## config.mk

```make
export PLATFORM = sky130hd
export DESIGN_NAME = instr_fetch_unit
export DESIGN_NICKNAME = d
export VERILOG_FILES = /design/src/rtl/fetch_pkg.sv /design/src/rtl/fetch_buffer.sv /design/src/rtl/instr_fetch_unit.sv
export SDC_FILE = /design/constraint.sdc
export NUM_CORES = 1
export LEC_CHECK = 0
export ABC_AREA = 0
export CORE_UTILIZATION = 56
export CTS_CLUSTER_SIZE = 8
export DETAILED_ROUTE_END_ITERATION = 8
export GPL_TIMING_DRIVEN = 0
export PLACE_DENSITY_LB_ADDON = 0.25
export SYNTH_ARGS = -nofsm -noshare
export SYNTH_HDL_FRONTEND = slang
export SYNTH_SLANG_ARGS = --single-unit
export TNS_END_PERCENT = 5
```

## constraint.sdc

```tcl
create_clock -name clk_i -period 6.2 [get_ports clk_i]
set_input_delay 0.62 -clock clk_i [delete_from_list [all_inputs] [get_ports clk_i]]
set_output_delay 0.62 -clock clk_i [all_outputs]
set_load 0.01 [all_outputs]
```

## src/rtl/fetch_pkg.sv

```systemverilog
// Shared types and constants for the instruction fetch front-end.
`default_nettype none

package fetch_pkg;

  typedef enum logic [1:0] {
    IDLE       = 2'd0,
    REQ        = 2'd1,
    WAIT_SPACE = 2'd2,
    DRAIN      = 2'd3
  } fetch_state_t;

  typedef struct packed {
    logic [31:0] pc;
    logic [31:0] instr;
  } fetch_entry_t;

  localparam logic [31:0] PC_INC = 32'd4;

endpackage

`default_nettype wire

```

## src/rtl/fetch_buffer.sv

```systemverilog
// Synchronous FIFO of fetched {pc, instr} entries with flush; flush wins over push/pop.
`default_nettype none

module fetch_buffer
  import fetch_pkg::*;
#(
  parameter int DEPTH = 2
) (
  input  logic                       clk,
  input  logic                       rst,
  input  logic                       push,
  input  fetch_entry_t               push_data,
  input  logic                       pop,
  input  logic                       flush,
  output fetch_entry_t               head,
  output logic [$clog2(DEPTH):0]     count,
  output logic                       full,
  output logic                       empty
);

  localparam int AW = $clog2(DEPTH);
  localparam int CW = AW + 1;

  logic [AW-1:0] wr_ptr;
  logic [AW-1:0] rd_ptr;
  fetch_entry_t  mem [DEPTH];
  logic          do_push;
  logic          do_pop;

  assign full    = (count == CW'(DEPTH));
  assign empty   = (count == '0);
  assign do_push = push && !full;
  assign do_pop  = pop && !empty;
  assign head    = mem[rd_ptr];

  always_ff @(posedge clk or posedge rst) begin
    if (rst) begin
      wr_ptr <= '0;
      rd_ptr <= '0;
      count  <= '0;
    end else if (flush) begin
      wr_ptr <= '0;
      rd_ptr <= '0;
      count  <= '0;
    end else begin
      if (do_push) wr_ptr <= wr_ptr + AW'(1);
      if (do_pop)  rd_ptr <= rd_ptr + AW'(1);
      case ({do_push, do_pop})
        2'b10:   count <= count + CW'(1);
        2'b01:   count <= count - CW'(1);
        default: count <= count;
      endcase
    end
  end

  // Storage needs no reset: entries are only observed while count is non-zero.
  always_ff @(posedge clk) begin
    if (do_push && !flush) mem[wr_ptr] <= push_data;
  end

endmodule

`default_nettype wire

```

## src/rtl/instr_fetch_unit.sv

```systemverilog
// Fetch PC owner: issues word reads to the cache, holds them across misses,
// buffers returned words toward decode and handles redirects (including mid-miss).
`default_nettype none

module instr_fetch_unit
  import fetch_pkg::*;
#(
  parameter logic [31:0] RESET_PC  = 32'h0000_0000,
  parameter int          BUF_DEPTH = 2
) (
  input  logic        clk_i,
  input  logic        rst_i,
  output logic [31:0] cache_addr_o,
  output logic        cache_read_en_o,
  input  logic        cache_read_valid_i,
  input  logic [31:0] cache_read_word_i,
  input  logic        redirect_i,
  input  logic [31:0] redirect_pc_i,
  output logic [31:0] instr_o,
  output logic [31:0] pc_o,
  output logic        instr_valid_o,
  input  logic        instr_ready_i
);

  localparam int CW = $clog2(BUF_DEPTH) + 1;

  fetch_state_t  state;
  fetch_state_t  state_next;
  logic [31:0]   fetch_pc;
  logic [31:0]   fetch_pc_next;
  logic [31:0]   pending_pc;
  logic [31:0]   pending_pc_next;
  logic [31:0]   redirect_target;

  logic          push;
  logic          pop;
  fetch_entry_t  push_entry;
  fetch_entry_t  head;
  logic [CW-1:0] count;
  logic [CW-1:0] count_after;
  logic          full;
  logic          empty;

  assign redirect_target = redirect_pc_i & ~32'h3;

  assign pop         = !empty && instr_ready_i;
  assign push        = (state == REQ) && cache_read_valid_i && !redirect_i && !full;
  assign push_entry  = '{pc: fetch_pc, instr: cache_read_word_i};
  assign count_after = count + CW'(push) - CW'(pop);

  fetch_buffer #(
    .DEPTH (BUF_DEPTH)
  ) u_buf (
    .clk       (clk_i),
    .rst       (rst_i),
    .push      (push),
    .push_data (push_entry),
    .pop       (pop),
    .flush     (redirect_i),
    .head      (head),
    .count     (count),
    .full      (full),
    .empty     (empty)
  );

  always_ff @(posedge clk_i or posedge rst_i) begin
    if (rst_i) begin
      state      <= IDLE;
      fetch_pc   <= RESET_PC;
      pending_pc <= RESET_PC;
    end else begin
      state      <= state_next;
      fetch_pc   <= fetch_pc_next;
      pending_pc <= pending_pc_next;
    end
  end

  always_comb begin
    state_next      = state;
    fetch_pc_next   = fetch_pc;
    pending_pc_next = pending_pc;
    case (state)
      IDLE: begin
        state_next = REQ;
        if (redirect_i) fetch_pc_next = redirect_target;
      end
      REQ: begin
        if (redirect_i) begin
          if (cache_read_valid_i) begin
            fetch_pc_next = redirect_target;
          end else begin
            // Miss in flight: the request must complete before the new target is used.
            pending_pc_next = redirect_target;
            state_next      = DRAIN;
          end
        end else if (cache_read_valid_i) begin
          fetch_pc_next = fetch_pc + PC_INC;
          if (count_after == CW'(BUF_DEPTH)) state_next = WAIT_SPACE;
        end
      end
      WAIT_SPACE: begin
        if (redirect_i) begin
          fetch_pc_next = redirect_target;
          state_next    = REQ;
        end else if (pop) begin
          state_next = REQ;
        end
      end
      DRAIN: begin
        if (redirect_i) pending_pc_next = redirect_target;
        if (cache_read_valid_i) begin
          fetch_pc_next = redirect_i ? redirect_target : pending_pc;
          state_next    = REQ;
        end
      end
      default: state_next = IDLE;
    endcase
  end

  assign cache_read_en_o = (state == REQ) || (state == DRAIN);
  assign cache_addr_o    = fetch_pc;
  assign instr_valid_o   = !empty;
  assign instr_o         = empty ? 32'h0 : head.instr;
  assign pc_o            = empty ? 32'h0 : head.pc;

endmodule

`default_nettype wire

```

==> results of run 1 <==
-- metal layers --
layer  vias to the layer above  wire, um  share of wire  GRT usage
met1                      3052      8800           0.43      0.342
li1                       2936         -              -          -
met3                        36      1460          0.070     0.0595
met2                       286      9980           0.48      0.429
met4                         0       434          0.021      0.109
met5                         -         0              0          0
-- kinds of logic after synthesis --
group           share of synthesized area
flops                               0.639
buf+inv                            0.0279
fa+ha+maj                         0.00429
simple gates                        0.115
mux                                 0.109
compound gates                     0.0970
xor+xnor                          0.00701
-- cell usage after synthesis, types with 6 or more instances --
master,instances,area share
and3_1,6,0.0043
nor3_1,6,0.0034
o2bb2a_1,6,0.0069
nand2_1,69,0.030
buf_2,7,0.0040
inv_1,17,0.0073
o21ai_0,33,0.019
nand3_1,15,0.0086
a21oi_1,27,0.015
nor2_1,80,0.034
dfrtp_1,70,0.20
a2bb2oi_1,13,0.013
edfxtp_1,128,0.44
buf_1,10,0.0043
clkbuf_1,17,0.0073
nand4_1,9,0.0064
mux2_2,27,0.035
mux2i_1,65,0.074
-- power by group through the flow --
stage | registers [mW] | clock network, mW | logic, mW
2_1_floorplan | 1.66 | 0 | 0.320
3_3_place_gp | 1.67 | 0 | 0.617
3_5_place_dp | 1.68 | 0 | 0.639
4_1_cts | 1.65 | 1.08 | 0.643
5_1_grt | 1.67 | 1.13 | 0.689
6_report | 1.66 | 1.07 | 0.642
-- area by class of cell --
class / instances / share of cell area
sequential: 198 / 0.497
multi-input combinational: 441 / 0.260
timing repair buffer: 166 / 0.149
clock buffer: 18 / 0.0381
tap: 188 / 0.0209
buffer: 38 / 0.0160
clock inverter: 14 / 0.0126
inverter: 17 / 0.00589
-- per-stage QoR --
| stage | setup WS [ns] | hold WS [ns] | area [um^2] |
|---|---|---|---|
| 2_1_floorplan | 1.85 | 0.450 | 8750 |
| 3_3_place_gp | 0.0273 | 0.464 | 10600 |
| 3_5_place_dp | 3.09 | 0.471 | 10700 |
| 4_1_cts | 2.76 | 0.489 | 11200 |
| 5_1_grt | 2.60 | 0.500 | 11200 |
| 6_report | 2.82 | 0.484 | 11200 |
-- registers in the layout (all words and copies together) (netlist names) --
signal and cells:
u_buf.mem 128, cache_addr_o 32, pending_pc 32, state 2, u_buf.count 2, u_buf.rd_ptr 1, u_buf.wr_ptr 1
-- path summary, 6_finish.rpt --
kind	end	slack (ns)	cells after the start
hold reg to reg	pending_pc[16]	0.48	2
min in group asynchronous	pending_pc[5]	0.71	2
max in group asynchronous	cache_addr_o[23]	4.93	2
setup reg to reg	u_buf.mem[1][59]	3.82	5
hold / removal	pending_pc[16]	0.48	2
setup / recovery	pc_o[17]	2.82	5
-- worst reg2reg max path: cells and delay by family, from the launching register on --
kind                   cells  cell delay, ns
buffers and inverters      2            0.39
AND/OR/NAND/NOR            3            1.23
flip-flops                 1            0.36
==> metrics.txt, run 1 <==
outcome finished, final reports clean; Tcrit/Tclk final 0.546; Worst Setup Path Type flop to output port; Mapped Area 8750 um^2; initial antenna violation count 0; commonest non-fill, non-tap cell in the layout clkdlybuf4s50_1; Top delay family on crit path buffers and inverters; worst hold path type flop to flop; clk_skew 0.0143 ns; startpoint of the worst hold path pending_pc[16]; Leakage Power 4.02 nW; Port Buffers 164; first-pass GRT wire length 31,800 um; CTS resizes 0; Total Wirelength 20,700 um; Seq/Total Area, Yosys 0.639; worst slew pin tran 0.854 ns; syn_area_per_cell 12.6 um^2; clock-pin slew on the worst setup and hold paths 0.07 ns; worst-case vdd ir drop 0.000234 V; clk sink count 198; CP Launch Type flop; Final nets 951; Max Cap Viol 0; Max clock buf depth 2; Worst-Skew Late Latency 0.44 ns; area of the multi-input gates 2920 um^2; DRT antenna net count 0; GRT Total Usage 0.263; Non-Filler Instances 1,080; share of cells above drive strength 1 0.0942; sw frac 0.279; setup bufs post-CTS 0; async set-reset flop share out of synthesis 0.354; Final HPWL DP 14,600 um; overall power 3.37 mW; starting density of the core 0.576; synth-to-layout area growth 28.6%; FMAX 295 MHz; # setup viols final 0; distinct cell type count after synthesis 63; Final Hold Fails 0; DR WL/cell 19.1 um; die span in x 127 um; DP Cell Count 1,048; Rows 45; vias 6,310; # diodes 0; Slew Limit Fails 0; critical path's slowest cell buf_1; Clock Power Share 0.317; Hold Buf Count CTS 0; syn_nets 766; H-tree levels 4; commonest cells after routing, fill and taps aside clkdlybuf4s50_1 (164), edfxtp_1 (128), nor2_1 (79); switching power 0.940 mW; power density cells 299 nW/um^2; largest net degree at the start of global routing 71; final core occ 0.740; CTS tree yes; global route total overflow 0; slew margin rel. 0.431; die height 127 um; Synth Register Bits 198; clock period minus worst slack 3.38 ns; # IOs 167; RSZ-0062 raised after global routing false; crit path from u_buf.rd_ptr; Seq pwr share 0.492; Synth Flop Type edfxtp_1; Post-synth EDFFs 128; Initial DRT Pass Iterations 5; vias in the first global route 6,045; setup tns final 0 ns; number of fillers in the final layout 1,009; CTS root buf clkbuf_16; DIE AREA 16,100 um^2; crit path max fanout 10; DRT iter0 DRCs 511; drt drc 0; CP required 5.58 ns; Final GP Congestion 0.871; Internal 2.43 mW; CP Capture Type output port; Num CTS Buffers 17; Yosys warnings 0; Reg area 5600 um^2; CP peak stage delay 0.61 ns; Arr. time, crit path 2.76 ns; critical-path cell list clkbuf_1, buf_1, mux2i_1, nor2_1, clkdlybuf4s50_1; vias per inst 5.84; Core ar. 15,200 um^2; crit path buf inv count 3; share of total power in combinational logic 0.190; Post-Syn Instances 694; reg2reg start state[1]
Power figures use the tool's default switching activity.
==> run 2, diff against run 1 <==
--- a/config.mk
+++ b/config.mk
@@ -6,7 +6,7 @@
 export NUM_CORES = 1
 export LEC_CHECK = 0
 export ABC_AREA = 0
-export CORE_UTILIZATION = 56
+export CORE_UTILIZATION = 47
 export CTS_CLUSTER_SIZE = 8
 export DETAILED_ROUTE_END_ITERATION = 8
 export GPL_TIMING_DRIVEN = 0
==> constraint.sdc (replaced) <==
create_clock -name clk_i -period 2.94 [get_ports clk_i]
set_input_delay 0.294 -clock clk_i [delete_from_list [all_inputs] [get_ports clk_i]]
set_output_delay 0.294 -clock clk_i [all_outputs]
set_load 0.01 [all_outputs]
==> run 2 against run 1 <==
  * The flow now finishes with violations (design-rule violations)
  * Sequential cell count stayed put
  * First-iteration DRC count is 7.8% lower
  * Worst hold slack worse by 0.088 ns
  * Sequential power grew 110%
  * Critical path depth unchanged
  * Critical path type unchanged
  * Clock power up 130%
  * Final area up 1.0%
  * Non-clock buffer count is the same
  * Combinational power rose by 110%
  * Global-route usage shrank 3.7 points
  * Cell count grew 3.7%
==> metrics.txt, run 2 (same netlist as run 1, synthesis figures left out) <==
Num CTS Buffers 17 (unchanged); # diodes 0 (unchanged); Biggest register u_buf.mem; clock-pin slew on the worst setup and hold paths 0.07 ns (about the same); commonest cells after routing, fill and taps aside clkdlybuf4s50_1 (164), edfxtp_1 (128), nor2_1 (79); DIE AREA 19,200 um^2 (+19%); Max clock buf depth 2 (unchanged); final core occ 0.629 (-0.111); overall power 7.35 mW (+120%); die height 138 um (+9.0%); Port Buffers 164 (unchanged); CTS root buf clkbuf_16; Total Wirelength 21,000 um (+1.7%); H-tree levels 4 (unchanged); Final HPWL DP 14,800 um (+1.5%); Worst Setup EP pc_o[16]; synth-to-layout area growth 29.9%; initial antenna violation count 0 (unchanged); R2R setup slack 0.42 ns (-3.40 ns); outcome complete, but fails checks; # setup viols final 0 (unchanged); FMAX 372 MHz; DRT antenna net count 0 (unchanged); worst slew pin tran 0.902 ns (+0.0487 ns); vias per inst 5.60 (-4.2%); Tcrit/Tclk final 0.915; number of fillers in the final layout 1,380 (+37%); Core ar. 18,100 um^2 (+19%); area of the multi-input gates 2920 um^2 (unchanged); crit-path most repeated cell nor2_1; Final GP Congestion 0.848 (-2.7%); slew margin rel. 0.398 (-0.0324); pre-CTS setup slack 0.0432 ns (-3.05 ns); failing checks design-rule violations; vias 6,267 (-0.68%); final hold slack 0.397 ns (-0.0877 ns); commonest non-fill, non-tap cell in the layout clkdlybuf4s50_1; max reg flops 128 (unchanged); power density cells 647 nW/um^2 (+120%); RSZ-0062 raised after global routing false; setup tns final 0 ns (unchanged); worst-case vdd ir drop 0.000441 V (+89%); CP Launch Type flop; DR WL/cell 18.8 um (-1.9%); clk sink count 198 (unchanged); CP Capture Type output port; Leakage Power 4.06 nW (+0.98%); CTS tree yes; starting density of the core 0.484 (-0.0918); Slew Limit Fails 0 (unchanged); Initial DRT Pass Iterations 7 (+2); Max Cap Viol 0 (unchanged); worst hold path type input pin to asynchronous set/reset pin; drt drc 36 (+36); R2R depth 5 (unchanged); DRT iter0 DRCs 471 (-7.8%); Worst Setup Path Type flop to output port; CP peak stage delay 0.53 ns (-0.08 ns); GRT Total Usage 0.225 (-0.0374); Final nets 951 (unchanged); Reg area 5600 um^2 (unchanged); critical path's slowest cell clkdlybuf4s50_1; worst reg2reg endpoint u_buf.mem[1][20]; clk_skew 0.00807 ns (-0.00628 ns); reg2reg start state[1]; first-pass GRT wire length 33,300 um (+4.6%); clock period minus worst slack 2.69 ns; crit path max fanout 10 (unchanged); share of cells above drive strength 1 0.0954 (+0.00123); crit path from u_buf.count[1]; post-route setup slack 0.251 ns (-2.56 ns); Arr. time, crit path 2.39 ns (-0.37 ns); CP required 2.65 ns (-2.93 ns); global route total overflow 0 (unchanged); Rows 49 (+8.9%); critical-path cell list nor2_1, clkbuf_2, buf_1, nor2_1, clkdlybuf4s50_1; Final Hold Fails 0 (unchanged); vias in the first global route 6,057 (+0.20%); largest net degree at the start of global routing 71 (unchanged); die span in x 138 um (+9.0%); Worst-Skew Late Latency 0.43 ns (about the same); # IOs 167 (unchanged)
-- run 2: cell types whose count changed in the layout (fill, tap and decap cells not counted) --
cell        change
buf_1           -1
buf_2           +1
bufinv_16       +4
clkbuf_1        -2
clkbuf_2        +2
clkinv_1        +1
clkinvlp_4      -1
inv_6           -1
inv_8           -4
-- run 2: critical path, delay by kind of cell (launching register included) --
family | cells | cell delay [ns]
buffers and inverters | 3 | 1.25
flip-flops | 1 | 0.45
AND/OR/NAND/NOR | 2 | 0.26
-- run 2: power breakdown --
group	internal, mW	switching, mW
Sequential	3.24	0.251
Combinational	0.687	0.666
Clock	1.50	1.00
Total	5.43	1.92
-- run 2: routing by layer --
layer / global-route usage / vias to the layer above / wire [um]
li1: - / 2929 / -
met1: 0.303 / 3047 / 9320
met2: 0.363 / 253 / 9810
met3: 0.0391 / 38 / 1450
met4: 0.0940 / 0 / 457
met5: 0 / - / 0
-- run 2: worst min-delay path by stage --
| stage | to | slack [ns] | cells after the start | from |
|---|---|---|---|---|
| after floorplan | u_buf.mem[0][0] | 0.39 | 0 | cache_read_word_i[0] |
| after global placement | pending_pc[16] | 0.47 | 2 | pending_pc[16] |
| after detailed placement | pending_pc[18] | 0.48 | 2 | pending_pc[18] |
| after CTS | u_buf.mem[0][3] | 0.43 | 1 | cache_read_word_i[3] |
| after global routing | u_buf.mem[0][3] | 0.44 | 1 | cache_read_word_i[3] |
| final | cache_addr_o[3] | 0.40 | 2 | rst_i |
-- run 2: cell type report --
type,instances,share of cell area
Sequential cell,198,0.492
Buffer,38,0.0162
Inverter,17,0.00583
Clock inverter,13,0.0179
Clock buffer,18,0.0378
Tap cell,229,0.0252
Timing Repair Buffer,166,0.148
Multi-Input combinational cell,441,0.257
-- run 2: through the flow --
step / cell area [um^2] / std cells
floorplan: 8760 / 694
global placement: 10700 / 1087
detailed placement: 10700 / 1089
CTS: 11400 / 1120
global route: 11400 / 1120
finish: 11400 / 1120
-- run 2: repair_timing --
item | 4_1_cts | 5_1_grt
hold buffers | 0 | 0
setup buffers | 0 | 0
resized for setup | 1 | 4
endpoints found under the setup margin | 10 | 60
